File: src/rtl/mem_arbiter.sv
// Two-port round-robin arbiter and sequencer for the shared byte-pair memory.
// Fetch (read-only) and data (read/write) ports share one memory; one transaction at a time.
module mem_arbiter #(
    parameter int unsigned DATA_WIDTH = 8,
    parameter int unsigned ADDR_WIDTH = 16,
    parameter int unsigned LATENCY    = 2
) (
    input  logic                  clk,
    input  logic                  reset,
    input  logic                  ic_req,
    input  logic [ADDR_WIDTH-1:0] ic_addr,
    output logic                  ic_ack,
    output logic [DATA_WIDTH-1:0] ic_data_high,
    output logic [DATA_WIDTH-1:0] ic_data_low,
    input  logic                  dc_req,
    input  logic                  dc_we,
    input  logic [ADDR_WIDTH-1:0] dc_addr,
    input  logic [DATA_WIDTH-1:0] dc_wdata_high,
    input  logic [DATA_WIDTH-1:0] dc_wdata_low,
    output logic                  dc_ack,
    output logic [DATA_WIDTH-1:0] dc_rdata_high,
    output logic [DATA_WIDTH-1:0] dc_rdata_low,
    output logic [ADDR_WIDTH-1:0] mem_address,
    output logic [DATA_WIDTH-1:0] mem_data_write_high,
    output logic [DATA_WIDTH-1:0] mem_data_write_low,
    output logic                  mem_we,
    input  logic [DATA_WIDTH-1:0] mem_data_read_high,
    input  logic [DATA_WIDTH-1:0] mem_data_read_low
);

    localparam int unsigned CNT_W = (LATENCY > 1) ? $clog2(LATENCY) : 1;
    localparam logic [CNT_W-1:0] CNT_LOAD = CNT_W'(LATENCY - 1);

    typedef enum logic {
        IDLE = 1'b0,
        BUSY = 1'b1
    } state_t;

    state_t                state;
    logic [CNT_W-1:0]      cnt;
    logic                  grant;
    logic                  last_grant;
    logic [ADDR_WIDTH-1:0] addr;
    logic                  we;
    logic [DATA_WIDTH-1:0] wdata_high;
    logic [DATA_WIDTH-1:0] wdata_low;
    logic                  next_grant_c;

    // Tie goes to the port that did not win last time; 1 selects the data port.
    always_comb begin
        next_grant_c = 1'b0;
        if (ic_req && dc_req) begin
            next_grant_c = ~last_grant;
        end else if (dc_req) begin
            next_grant_c = 1'b1;
        end
    end

    always_ff @(posedge clk or posedge reset) begin
        if (reset) begin
            state         <= IDLE;
            cnt           <= '0;
            grant         <= 1'b0;
            last_grant    <= 1'b0;
            addr          <= '0;
            we            <= 1'b0;
            wdata_high    <= '0;
            wdata_low     <= '0;
            ic_ack        <= 1'b0;
            dc_ack        <= 1'b0;
            ic_data_high  <= '0;
            ic_data_low   <= '0;
            dc_rdata_high <= '0;
            dc_rdata_low  <= '0;
        end else begin
            ic_ack <= 1'b0;
            dc_ack <= 1'b0;
            if (state == IDLE) begin
                if (ic_req || dc_req) begin
                    state      <= BUSY;
                    cnt        <= CNT_LOAD;
                    grant      <= next_grant_c;
                    last_grant <= next_grant_c;
                    if (next_grant_c) begin
                        addr       <= dc_addr;
                        we         <= dc_we;
                        wdata_high <= dc_wdata_high;
                        wdata_low  <= dc_wdata_low;
                    end else begin
                        addr <= ic_addr;
                        we   <= 1'b0;
                    end
                end
            end else begin
                if (cnt != '0) begin
                    cnt <= cnt - CNT_W'(1);
                end else begin
                    // Final access cycle: memory read data is valid now, ack follows next cycle.
                    state <= IDLE;
                    if (grant) begin
                        dc_ack <= 1'b1;
                        if (!we) begin
                            dc_rdata_high <= mem_data_read_high;
                            dc_rdata_low  <= mem_data_read_low;
                        end
                    end else begin
                        ic_ack       <= 1'b1;
                        ic_data_high <= mem_data_read_high;
                        ic_data_low  <= mem_data_read_low;
                    end
                end
            end
        end
    end

    assign mem_address         = addr;
    assign mem_data_write_high = wdata_high;
    assign mem_data_write_low  = wdata_low;
    // Write strobe lasts only the last access cycle so each write lands exactly once.
    assign mem_we              = (state == BUSY) && (cnt == '0) && we;

endmodule

File: config.mk
export PLATFORM = sky130hd
export DESIGN_NAME = mem_arbiter
export DESIGN_NICKNAME = d
export VERILOG_FILES = /design/src/rtl/mem_arbiter.sv
export SDC_FILE = /design/constraint.sdc
export NUM_CORES = 1
export LEC_CHECK = 0
export ABC_CLOCK_PERIOD_IN_PS = 1800
export CORE_UTILIZATION = 37
export CTS_CLUSTER_SIZE = 10
export DETAILED_ROUTE_END_ITERATION = 12
export GPL_ROUTABILITY_DRIVEN = 0
export PLACE_DENSITY = 0.76
export SYNTH_ARGS = -nofsm -noshare
export SYNTH_HDL_FRONTEND = slang
export SYNTH_SLANG_ARGS = --single-unit
File: constraint.sdc
create_clock -name clk -period 1.8 [get_ports clk]
set_input_delay 0.18 -clock clk [delete_from_list [all_inputs] [get_ports clk]]
set_output_delay 0.18 -clock clk [all_outputs]
set_load 0.05 [all_outputs]
==> results of run 1 <==
[Yosys cell counts, drive strengths merged]
master  count  area, um2
and3b       1       8.76
a21oi      32        160
buf         8       83.8
nand2      16       60.1
a21boi      1       11.3
dfrtp      70       1750
o21ba       1       10.0
and2        2       15.0
clkbuf      4       15.0
mux2       48        578
a21bo       1       10.0
a22o        1       8.76
a21o        1       7.51
and2b       1       7.51
nor3        2       10.0
o21bai      1       11.3
nor2b       1       13.8
inv         1       3.75
nor2       19       87.6
[flip-flops by register name, summed over array words and instances, names as in the netlist, 8 cells and up]
register and flops:
mem_data_write_high 8, mem_address 16, dc_rdata_low 8, ic_data_high 8, ic_data_low 8, mem_data_write_low 8
dc_rdata_high 8
[cell type report]
class | count | share of cell area [%]
Inverter | 1 | 0.163
Clock buffer | 11 | 3.28
Sequential cell | 70 | 37.9
Tap cell | 99 | 2.68
Timing Repair Buffer | 144 | 31.5
Multi-Input combinational cell | 128 | 21.7
Clock inverter | 5 | 2.79
[stage by stage]
stage               worst slack [ns]  total power [mW]
floorplan                      0.284              7.05
global placement               0.125              8.97
detailed placement            0.0802              9.08
CTS                           0.0664              10.8
global route                  0.0416              11.2
finish                         0.103              10.7
[layout by cell type (no fill, tap or decap)]
master and n:
clkinvlp_4 1, clkinv_4 1, mux2_2 34, clkbuf_8 11
mux2_4 10, nor3_1 2, mux2_1 4, nor2_8 1
a21boi_2 1, nor2b_4 1, nor2_1 18, and3b_1 1
nand2_1 16, a21oi_1 32, a22o_1 1, a21o_1 1
dfrtp_1 70, o21ba_2 1, and2_2 2, and2b_1 1
buf_4 7, a21bo_2 1, buf_12 3, o21bai_2 1
bufinv_16 4, clkdlybuf4s50_1 134
[worst paths after layout]
kind                                               end  slack, ns  cells after the start
worst min register to register         ic_data_high[2]       0.49                      1
worst max-delay path             mem_data_write_low[3]       0.10                      1
min in group clk                       mem_address[14]       0.38                      3
worst max register to register  mem_data_write_high[4]       0.33                      3
max in group asynchronous               mem_address[4]       1.24                      3
worst min-delay path                  dc_rdata_high[1]       0.29                      3
[metal layers]
metal	share of wire, %	routed length, um
met4	0.64	42
met2	49	3230
met5	0	0
met1	43	2860
met3	7.1	468
[power breakdown]
| group | internal, mW | switching [mW] |
|---|---|---|
| registers | 2.38 | 0.416 |
| clock network | 1.14 | 0.563 |
| logic | 2.39 | 3.82 |
| total | 5.91 | 4.80 |
[kinds of logic (layout without fill, tap and decap cells)]
family                 after synthesis  after routing  share of synthesized area [%]
DFF                                 70             70                           61.4
muxes                               48             48                           20.3
and+or+nand+nor                     42             42                           7.10
AOI/OAI and AO/OA                   38             38                           7.67
buffers and inverters               13            161                           3.59
==> results.cfg, run 1 <==
[global_routing]
use_met1_pct = 21.1
grt_pass1_wl_um = 10900
grt_overflow = 0
grt_pass1_vias = 2206
grt_util_met3_pct = 6.60
top_usage_layer = met2
grt_max_degree = 71
use_met2_pct = 28.6
grt_antenna_before_repair = 0
gr-usage-all-layers_pct = 17.4

[placed_design]
dp_hpwl_um = 4790
dp.cells = 442
portBuffers = 135
place_area_mm2 = 0.00434

[power_and_ir_drop]
powerDensity_mw_per_mm2 = 2320
peakVddDrop_uv = 1020
power_leakage_nw = 1.95

[logic_synthesis]
synth_nets = 280
yosysWarningCount = 0
syn_avg_cell_area_um2 = 13.5
synth_seq_cells = 70
yosysSeqAreaShare_pct = 61.4
synth_area_mm2 = 0.00285
ys_types = 25
synth_cells = 211

[timing]
maxSlewHeadroom_pct = 64.7
worstMarginPinSlew_ns = 0.529
finalSetupViolCount = 0
slew_violations = 0
rsz0062_at_grt = false
finalHoldViolCount = 0
finalCritPeriodShare_pct = 94.3
min_period_ns = 1.70
skew_ns = 0.00989
tns_ns = 0
holdWs_ns = 0.286
max_freq_ghz = 0.589

[final_layout]
fillers = 565
fin_nets = 423
post-route-util_pct = 62.6
areaGrowthSynthToFinish_pct = 61.8
final_area_mm2 = 0.00462
ff_latch_area_mm2 = 0.00175
antennaDiodeCount = 0
layout-drive-gt1-share_pct = 22.0
instances_no_fill = 458
multi_input_area_um2 = 1000

[detailed_routing]
drt_iter0_drc = 56
wl_per_cell_um = 14.4
vias = 2143
routed_wl_um = 6600
ant_nets = 0
drt_pre_antenna_iters = 4
via_per_inst = 4.68
drc = 0

[critical_path]
crit_chain = clkdlybuf4s50_1
cp-end-kind = output port
required_ns = 1.62
startpoint = mem_data_write_low[3]
critPathSlowestCell = clkdlybuf4s50_1
cp_max_fo = 2
worst-setup-path-type = flip-flop to output port
worst_path_largest_cell_delay_ns = 0.81
worstSetupStartpointType = flip-flop
cp_num_buf_inv = 1
crit_arrival_ns = 1.52
cpLargestDelayFamily = buffers and inverters
reg2reg_from = last_grant

[floorplanning]
num_io_pins = 136
rows = 31
start_util_pct = 38.7
die_w_um = 89.8
die_area_mm2 = 0.00807
die_h_um = 89.8
core_area_mm2 = 0.00737

[clocking]
clock-sinks = 70
cts.reportedPaths.clkPinSlew_ns = 0.08
ctsHoldBuffers = 0
clock-root-buffer = clkbuf_8
cts_resized = 0
insertion_delay_ns = 0.34
numCtsBuffers = 9
clk_path_buf_depth = 2
htreeDepth = 3
post_cts_buffers = 0
cts_tree = built

[run]
cap_violations = 0

[min_path]
hold_path.class = primary input to asynchronous set/reset pin

[status]
status = finished, final reports clean
(Power assumes the default switching activity.)
==> run 2: changes to the inputs <==
==> config.mk (replaced) <==
export PLATFORM = sky130hd
export DESIGN_NAME = mem_arbiter
export DESIGN_NICKNAME = d
export VERILOG_FILES = /design/src/rtl/mem_arbiter.sv
export SDC_FILE = /design/constraint.sdc
export NUM_CORES = 1
export LEC_CHECK = 0
export ABC_CLOCK_PERIOD_IN_PS = 2100
export CAP_MARGIN = 15
export CORE_UTILIZATION = 44
export CTS_CLUSTER_SIZE = 10
export DETAILED_ROUTE_END_ITERATION = 12
export GPL_ROUTABILITY_DRIVEN = 0
export PLACE_DENSITY = 0.85
export SYNTH_ARGS = -nofsm -noshare
export SYNTH_HDL_FRONTEND = slang
export SYNTH_SLANG_ARGS = --single-unit
==> constraint.sdc (replaced) <==
create_clock -name clk -period 2.1 [get_ports clk]
set_input_delay 0.21 -clock clk [delete_from_list [all_inputs] [get_ports clk]]
set_output_delay 0.21 -clock clk [all_outputs]
set_load 0.05 [all_outputs]
==> run 2 against run 1 <==
  * Routed wire length is 0.45% higher
  * Worst hold slack worse by 0.12 ns
  * Setup slack better by 0.26 ns
  * Die area is 16% lower
  * Cell count is 5.9% lower
  * Critical endpoint is now mem_address[7]
==> results.cfg, run 2 (synthesis results as in run 1) <==
[status]
status = finished, final reports clean

[timing]
tns_ns = 0
finalCritPeriodShare_pct = 82.6
maxSlewHeadroom_pct = 63.1
post-route-worst-setup-slack_ns = 0.365
rsz0062_at_grt = false
finalHoldViolCount = 0
slew_violations = 0
max_freq_ghz = 0.576
finalSetupViolCount = 0
worstMarginPinSlew_ns = 0.551
min_period_ns = 1.73
skew_ns = 0.00963

[critical_path]
worst-setup-path-type = flip-flop to output port
cpLargestDelayFamily = buffers and inverters
cp-end-kind = output port
crit_arrival_ns = 1.52
critPathSlowestCell = clkdlybuf4s50_1
worstSetupStartpointType = flip-flop
required_ns = 1.89
reg2reg_from = state
cp_num_buf_inv = 1
cp_max_fo = 2
crit_chain = clkdlybuf4s50_1
worst_path_largest_cell_delay_ns = 0.84
startpoint = mem_address[7]

[final_layout]
antennaDiodeCount = 0
largest_register_ffs = 16
layout-drive-gt1-share_pct = 21.1
layout_commonest_cell = clkdlybuf4s50_1
instances_no_fill = 431
fin_nets = 421
final_cell_mix = clkdlybuf4s50_1, dfrtp_1, mux2_2
post-route-util_pct = 73.0
areaGrowthSynthToFinish_pct = 56.0
final_area_mm2 = 0.00445

[clocking]
post_cts_buffers = 0
htreeDepth = 3
clock-root-buffer = clkbuf_8
numCtsBuffers = 9
clk_path_buf_depth = 2
cts_resized = 0
clock-sinks = 70
ctsHoldBuffers = 0
insertion_delay_ns = 0.33
cts_tree = built
cts.reportedPaths.clkPinSlew_ns = 0.07

[run]
cap_violations = 0

[floorplanning]
rows = 28
num_io_pins = 136
start_util_pct = 46.8
die_area_mm2 = 0.00681
die_h_um = 82.5
core_area_mm2 = 0.00610
die_w_um = 82.5

[placed_design]
portBuffers = 135
dp_hpwl_um = 4790
place_area_mm2 = 0.00426
dp.cells = 416
pre_cts_ws_ns = 0.215

[detailed_routing]
wl_per_cell_um = 15.4
routed_wl_um = 6630
vias = 2149
ant_nets = 0
drc = 0
drt_pre_antenna_iters = 6
drt_iter0_drc = 64
via_per_inst = 4.99

[min_path]
hold_path.class = primary input to asynchronous set/reset pin

[power_and_ir_drop]
peakVddDrop_uv = 1170
powerDensity_mw_per_mm2 = 1960
power_leakage_nw = 1.90

[global_routing]
grt_pass1_wl_um = 10500
grt_pass1_vias = 2145
grt_overflow = 0
grt_antenna_before_repair = 0
gr-usage-all-layers_pct = 21.0
grt_max_degree = 45
==> run 2: changes by cell type in the layout (fill, tap and decap cells not counted), sizes merged <==
| cell | delta |
|---|---|
| bufinv | -3 |
| buf | -2 |
| clkinv | +1 |
| inv | +1 |
==> run 2: metal layers <==
layer,GRT usage (%),vias up,part of all wire (%),routed length (um)
met3,5.82,7,8.4,554
met2,34.3,94,49,3250
met5,0,-,0,0
met4,8.28,0,0.89,59
met1,26.5,1046,42,2770
li1,-,1002,-,-
==> run 2: cell type report <==
class	count	area, um2
sequential	70	1750
fill	424	1640
timing repair buffer	142	1410
multi-input combinational	128	1000
clock buffer	11	141
tap	75	93.8
clock inverter	4	47.5
inverter	1	3.75
==> run 2: report_power, final <==
group,total (mW),switching [mW],internal [mW]
logic,5.25,3.25,2.00
registers,2.42,0.376,2.04
clock network,1.04,0.474,0.571
==> run 2: metrics by stage <==
stage / power [mW] / hold slack [ns]
after floorplan: 6.04 / 0.339
after global placement: 7.62 / 0.467
after detailed placement: 7.72 / 0.475
after CTS: 8.78 / 0.171
after global routing: 9.14 / 0.201
final: 8.71 / 0.171
==> run 2: final timing paths <==
kind                                              end  slack [ns]  depth (start not counted)
worst min register to register         ic_data_low[7]        0.48                          1
min in group clk                      mem_address[13]        0.42                          3
worst max-delay path                   mem_address[7]        0.37                          1
max in group asynchronous             ic_data_high[2]        1.39                          3
worst max register to register        dc_rdata_low[7]        0.39                          4
worst min-delay path            mem_data_write_low[7]        0.17                          2
